## config.mk

```make
export PLATFORM = sky130hd
export DESIGN_NAME = uart_rx_framed
export DESIGN_NICKNAME = d
export VERILOG_FILES = /design/src/rtl/uart_pkg.sv /design/src/rtl/uart_rx_sync.sv /design/src/rtl/uart_rx_framed.sv
export SDC_FILE = /design/constraint.sdc
export NUM_CORES = 1
export LEC_CHECK = 0
export ABC_CLOCK_PERIOD_IN_PS = 4200
export CAP_MARGIN = 20
export CORE_UTILIZATION = 55
export DETAILED_ROUTE_END_ITERATION = 6
export PLACE_DENSITY = 0.76
export SLEW_MARGIN = 5
export SYNTH_ARGS = -nofsm -noshare
export SYNTH_HDL_FRONTEND = slang
export SYNTH_HIERARCHICAL = 1
export SYNTH_SLANG_ARGS = --single-unit
export TNS_END_PERCENT = 100
```

## constraint.sdc

```tcl
create_clock -name i_Clock -period 4.2 [get_ports i_Clock]
set_input_delay 0.42 -clock i_Clock [delete_from_list [all_inputs] [get_ports i_Clock]]
set_output_delay 0.42 -clock i_Clock [all_outputs]
set_load 0.02 [all_outputs]
```

## src/rtl/uart_pkg.sv

```systemverilog
// Shared UART definitions: receiver state encoding, parity modes, majority vote.
package uart_pkg;

    typedef enum logic [2:0] {
        IDLE,
        START,
        DATA,
        PARITY,
        STOP
    } rx_state_t;

    localparam int PAR_NONE = 0;
    localparam int PAR_EVEN = 1;
    localparam int PAR_ODD  = 2;

    // 2-of-3 vote used to reject single-sample noise around mid-bit
    function automatic logic majority3(input logic a, input logic b, input logic c);
        return (a & b) | (a & c) | (b & c);
    endfunction

endpackage

```

## src/rtl/uart_rx_sync.sv

```systemverilog
// Two-flop synchroniser for an asynchronous input that idles high.
module uart_rx_sync (
    input  logic i_Clock,
    input  logic i_Reset,
    input  logic i_Async,
    output logic o_Sync
);

    logic meta;

    // Resetting to 1 keeps a reset line looking idle, so no false start bit
    always_ff @(posedge i_Clock or posedge i_Reset) begin
        if (i_Reset) begin
            meta   <= 1'b1;
            o_Sync <= 1'b1;
        end else begin
            meta   <= i_Async;
            o_Sync <= meta;
        end
    end

endmodule

```

## src/rtl/uart_rx_framed.sv

```systemverilog
// Framed UART receiver: configurable data width, parity and stop bits,
// 3-sample majority decisions, parity/framing/break reporting.
module uart_rx_framed
    import uart_pkg::*;
#(
    parameter int CLKS_PER_BIT = 87,
    parameter int DATA_BITS    = 8,
    parameter int PARITY_MODE  = 0,
    parameter int STOP_BITS    = 1
) (
    input  logic                 i_Clock,
    input  logic                 i_Reset,
    input  logic                 i_RX_Serial,
    output logic                 o_RX_DV,
    output logic [DATA_BITS-1:0] o_RX_Byte,
    output logic                 o_Parity_Err,
    output logic                 o_Frame_Err,
    output logic                 o_Break
);

    localparam int M  = (CLKS_PER_BIT - 1) / 2;
    localparam int CW = $clog2(CLKS_PER_BIT);
    localparam int IW = $clog2(DATA_BITS);

    localparam logic [CW-1:0] CNT_S0  = CW'(M - 1);
    localparam logic [CW-1:0] CNT_S1  = CW'(M);
    localparam logic [CW-1:0] CNT_DEC = CW'(M + 1);
    localparam logic [CW-1:0] CNT_END = CW'(CLKS_PER_BIT - 1);
    localparam logic [IW-1:0] LAST_DATA = IW'(DATA_BITS - 1);
    localparam logic          LAST_STOP = 1'(STOP_BITS - 1);

    rx_state_t state, state_n;
    logic [CW-1:0] cnt, cnt_n;
    logic [IW-1:0] bit_idx, bit_idx_n;
    logic          stop_idx, stop_idx_n;

    logic                 rx_s;
    logic                 s0, s1;
    logic                 maj, decide, bit_end, finish;
    logic [DATA_BITS-1:0] data_r;
    logic                 par_r, stop_bad, all_zero, arm;
    logic                 par_err, frame_err, brk;

    uart_rx_sync u_sync (
        .i_Clock (i_Clock),
        .i_Reset (i_Reset),
        .i_Async (i_RX_Serial),
        .o_Sync  (rx_s)
    );

    // Third vote is the live sample, so the decision lands at count M+1
    assign maj     = majority3(s0, s1, rx_s);
    assign decide  = (state != IDLE) && (cnt == CNT_DEC);
    assign bit_end = (cnt == CNT_END);

    // Error flags for the frame closing on this decision
    assign par_err   = (PARITY_MODE != PAR_NONE) &&
                       (((^data_r) ^ par_r) != (PARITY_MODE == PAR_ODD));
    assign frame_err = stop_bad | ~maj;
    assign brk       = frame_err & all_zero & ~maj;

    // State and bit-position registers
    always_ff @(posedge i_Clock or posedge i_Reset) begin
        if (i_Reset) begin
            state    <= IDLE;
            cnt      <= '0;
            bit_idx  <= '0;
            stop_idx <= 1'b0;
        end else begin
            state    <= state_n;
            cnt      <= cnt_n;
            bit_idx  <= bit_idx_n;
            stop_idx <= stop_idx_n;
        end
    end

    // Next-state: bit timing, glitch rejection, frame completion on last stop decision
    always_comb begin
        state_n    = state;
        cnt_n      = bit_end ? '0 : cnt + 1'b1;
        bit_idx_n  = bit_idx;
        stop_idx_n = stop_idx;
        finish     = 1'b0;
        case (state)
            IDLE: begin
                cnt_n      = '0;
                bit_idx_n  = '0;
                stop_idx_n = 1'b0;
                if (!rx_s && arm) state_n = START;
            end
            START: begin
                if (decide && maj) begin
                    state_n = IDLE;
                    cnt_n   = '0;
                end else if (bit_end) begin
                    state_n = DATA;
                end
            end
            DATA: begin
                if (bit_end) begin
                    if (bit_idx == LAST_DATA)
                        state_n = (PARITY_MODE != PAR_NONE) ? PARITY : STOP;
                    else
                        bit_idx_n = bit_idx + 1'b1;
                end
            end
            PARITY: begin
                if (bit_end) state_n = STOP;
            end
            STOP: begin
                // Leave early so a back-to-back start bit is not missed
                if (decide && (stop_idx == LAST_STOP)) begin
                    finish  = 1'b1;
                    state_n = IDLE;
                    cnt_n   = '0;
                end else if (bit_end) begin
                    stop_idx_n = stop_idx + 1'b1;
                end
            end
            default: begin
                state_n = IDLE;
                cnt_n   = '0;
            end
        endcase
    end

    // Sampling, data capture, error accumulation and output registers
    always_ff @(posedge i_Clock or posedge i_Reset) begin
        if (i_Reset) begin
            s0           <= 1'b1;
            s1           <= 1'b1;
            data_r       <= '0;
            par_r        <= 1'b0;
            stop_bad     <= 1'b0;
            all_zero     <= 1'b1;
            arm          <= 1'b1;
            o_RX_DV      <= 1'b0;
            o_RX_Byte    <= '0;
            o_Parity_Err <= 1'b0;
            o_Frame_Err  <= 1'b0;
            o_Break      <= 1'b0;
        end else begin
            o_RX_DV <= finish;
            if (cnt == CNT_S0) s0 <= rx_s;
            if (cnt == CNT_S1) s1 <= rx_s;

            if (state == IDLE) begin
                stop_bad <= 1'b0;
                all_zero <= 1'b1;
                if (rx_s) arm <= 1'b1;
            end

            if (decide) begin
                case (state)
                    DATA: begin
                        data_r[bit_idx] <= maj;
                        all_zero        <= all_zero & ~maj;
                    end
                    PARITY: begin
                        par_r    <= maj;
                        all_zero <= all_zero & ~maj;
                    end
                    STOP: begin
                        if (!maj) stop_bad <= 1'b1;
                        all_zero <= all_zero & ~maj;
                    end
                    default: ;
                endcase
            end

            if (finish) begin
                o_RX_Byte    <= data_r;
                o_Parity_Err <= par_err;
                o_Frame_Err  <= frame_err;
                o_Break      <= brk;
                // A low line after a bad stop must go high before the next start
                if (frame_err) arm <= 1'b0;
            end
        end
    end

endmodule

```

==> results.yml <==
die:
  dieArea_um2: 3770
  dieHeight_um: 61.4
  pin_count: 15
  die_w_um: 61.4
  core_um2: 3360
  start_util_pct: 57.8
  row_count: 21
worst_setup_path:
  r2r-end: "o_RX_Byte[1]"
  worstReg2RegStart: "cnt[0]"
  cp.arrival_ns: 2.44
  reg2reg_depth: 6
  reg2reg_slack_ns: 2.00
  critPathRequiredTime_ns: 4.44
  worstSetupPathType: "reg2reg"
  path_max_fanout: 13
  crit_path_end_kind: "flop"
  worstSetupStartpointType: "flop"
timing:
  finalCriticalPeriod_ns: 2.20
  worst_pin_slew_ns: 0.815
  fin_crit_sh_pct: 52.4
  report.final.setup_viol: 0
  finalHoldViolations: 0
  fin_skew_ns: 0.00777
  fmax_ghz: 0.455
  rsz0062_at_grt: "no"
  slew_headroom_pct: 45.2
  finalSetupTns_ns: 0
  setup_ws_ns: 2.00
  holdWs_ns: 0.362
  slew_violations: 0
power_and_ir_drop:
  internal-power_uw: 566
  power_leakage_nw: 0.979
  power_switching_share_pct: 33.2
  p_per_area_nw_per_um2: 399
  ir_drop_v: 0.000238
  combPwrFrac_pct: 24.2
  total_power_uw: 848
  p_clk_share_pct: 21.7
  pwr-share-seq_pct: 54.1
  switching_power_uw: 281
route:
  drt.antenna.violating_nets: 0
  routed.top_layer: "met4"
  routed_wl_um: 3360
  drt-initial-drc-count: 52
  wl_met1_um: 1660
  drc: 0
  wl_met2_um: 1510
  dr.pass1.iters: 4
  vias: 1250
  met3_length_um: 144
  routedWlPerCell_um: 14.7
  viasPerCell: 5.48
job:
  drv_cap: 0
layout:
  drive_above_1_share_pct: 24.2
  fin_util_pct: 63.2
  num_antenna_cells: 0
  fin_area_um2: 2120
  layout.nets: 189
  area_growth_pct: 9.34
  layout.cells.non_filler: 228
  regArea_um2: 1010
  num-fill-cells: 285
  multi_input_area_um2: 841
yosys:
  ys_dominant_reg_cell: "dfrtp_1"
  syn_area_um2: 1940
  synthCells: 169
  synth_nets: 177
  ys_ff_latch: 40
  ys_seq_area_share_pct: 51.9
  synth.distinct_cells: 39
  synth_compound_area_share_pct: 6.95
  synth_xor_area_share_pct: 2.25
  synth.area.mux_share_pct: 12.1
  synth_top_family_by_area: "simple AND/OR/NAND/NOR gates"
  synthArstFlopShare_pct: 100
  yosys.area_share.adder_pct: 3.73
  yosys_warnings: 6
  synth_edf_count: 0
  avgSynthCellArea_um2: 11.5
  yosys.area_share.simple_pct: 18.0
global_routing:
  grt_pass1_wl_um: 5580
  grt_pass1_vias: 1261
  grt_overflow: 0
  antenna_found_initial: 0
  grt.total_usage_pct: 21.1
  grt_max_degree: 39
place:
  post-place-ws_ns: 1.97
  place_congestion: 0.854
  hpwlAfterDp_um: 2320
  placed_cell_area_um2: 2070
  portBuffers: 13
  dp_cells: 220
hold_path:
  worstHoldStart: "u_sync/meta"
  hp-class: "reg2reg"
  hold_path_end: "u_sync/o_Sync"
  whs_path_depth: 0
status:
  outcome: "completed"
clocking:
  postCtsResizedCells: 0
  clock_path_buffers: 2
  post-cts-setup-buffers: 0
  htreeDepth: 2
  cts_made_buffers: 5
  cts-root-buf: "clkbuf_4"
  tritoncts: "yes"
  cts.sinks: 40
  clk_pin_slew_ns: 0.11
  cts_hold_buf: 0
  clock_latency_ns: 0.34
[worst max-delay path, cell delays in order, from the launching register on]
cell     delay (ns)
dfrtp_1        0.42
inv_1          0.09
ha_1           0.14
and3_1         0.17
nand2_1        0.14
nor4_4         0.72
mux2_2         0.42
[flip-flops by register name, summed over array words and instances, names as in the netlist]
register	count
data_r	8
o_RX_Byte	8
cnt	7
bit_idx	3
state	3
all_zero	1
arm	1
o_Break	1
o_Frame_Err	1
o_RX_DV	1
s0	1
s1	1
stop_bad	1
stop_idx	1
u_sync/meta	1
u_sync/o_Sync	1
[per-layer routing]
layer / global-route usage (%) / vias up
met5: 0 / -
li1: - / 607
met1: 28.9 / 608
met4: 9.21 / 0
met3: 8.40 / 6
met2: 29.7 / 29
[kinds of logic (layout without fill, tap and decap cells)]
group / Yosys count / count (layout)
buffers and inverters: 17 / 30
other: 1 / 1
AO/OA/AOI/OAI: 22 / 22
AND/OR/NAND/NOR: 57 / 57
multiplexers: 21 / 21
XOR/XNOR: 5 / 5
adder cells (fa/ha/maj): 6 / 6
flip-flops: 40 / 40
[how the worst max path moves through the flow]
stage | startpoint | endpoint | slack (ns)
6_report | cnt[0] | o_RX_Byte[1] | 2.00
5_1_grt | cnt[0] | o_Frame_Err | 1.84
4_1_cts | cnt[0] | o_RX_Byte[1] | 1.97
3_5_place_dp | cnt[0] | o_RX_Byte[1] | 1.97
3_3_place_gp | cnt[0] | o_RX_Byte[2] | 2.07
2_1_floorplan | cnt[0] | data_r[3] | 2.28
[layout make-up]
type	instances	share of cell area (%)
multi-input cells	112	39.6
clock buffers	7	2.12
repair buffers	14	6.48
clock inverters	1	0.236
inverters	8	1.41
flip-flops and latches	40	47.5
well taps	46	2.71
[synthesized netlist by cell type (all sizes together), types with 2 or more instances]
master	count	share of area (%)
dfrtp	34	44
mux2	20	12
nand2	12	2.3
nor2	9	1.7
inv	8	1.5
nand3	8	2.1
o21ai	8	2.1
nor3	7	1.8
buf	6	2.7
dfstp	6	8.1
a21oi	5	1.3
ha	5	3.2
and3	4	1.3
a21o	3	1.3
clkbuf	3	0.58
nand2b	3	1.4
nand3b	3	1.2
nor3b	3	1.9
xnor2	3	1.4
a22oi	2	0.77
and4bb	2	1.3
nor4	2	1.4
or2	2	0.64
xor2	2	0.90
[power groups by stage]
| stage | clock, mW | combinational, mW | sequential [mW] |
|---|---|---|---|
| floorplan | 0 | 0.184 | 0.450 |
| global placement | 0 | 0.193 | 0.460 |
| detailed placement | 0 | 0.204 | 0.465 |
| CTS | 0.192 | 0.205 | 0.457 |
| global route | 0.214 | 0.230 | 0.464 |
| finish | 0.184 | 0.205 | 0.459 |
[layout by cell type, fill, tap and decap left out, drive strengths merged, types with 2 or more instances in the layout]
cell	Yosys	layout
dfrtp	34	34
mux2	20	20
clkdlybuf4s50	0	13
nand2	12	12
nor2	9	9
inv	8	8
o21ai	8	8
nand3	8	8
nor3	7	7
clkbuf	3	7
dfstp	6	6
a21oi	5	5
ha	5	5
and3	4	4
nor3b	3	3
nand3b	3	3
xnor2	3	3
nand2b	3	3
a21o	3	3
and4bb	2	2
a22oi	2	2
xor2	2	2
or2	2	2
nor4	2	2
(Power assumes the default switching activity.)
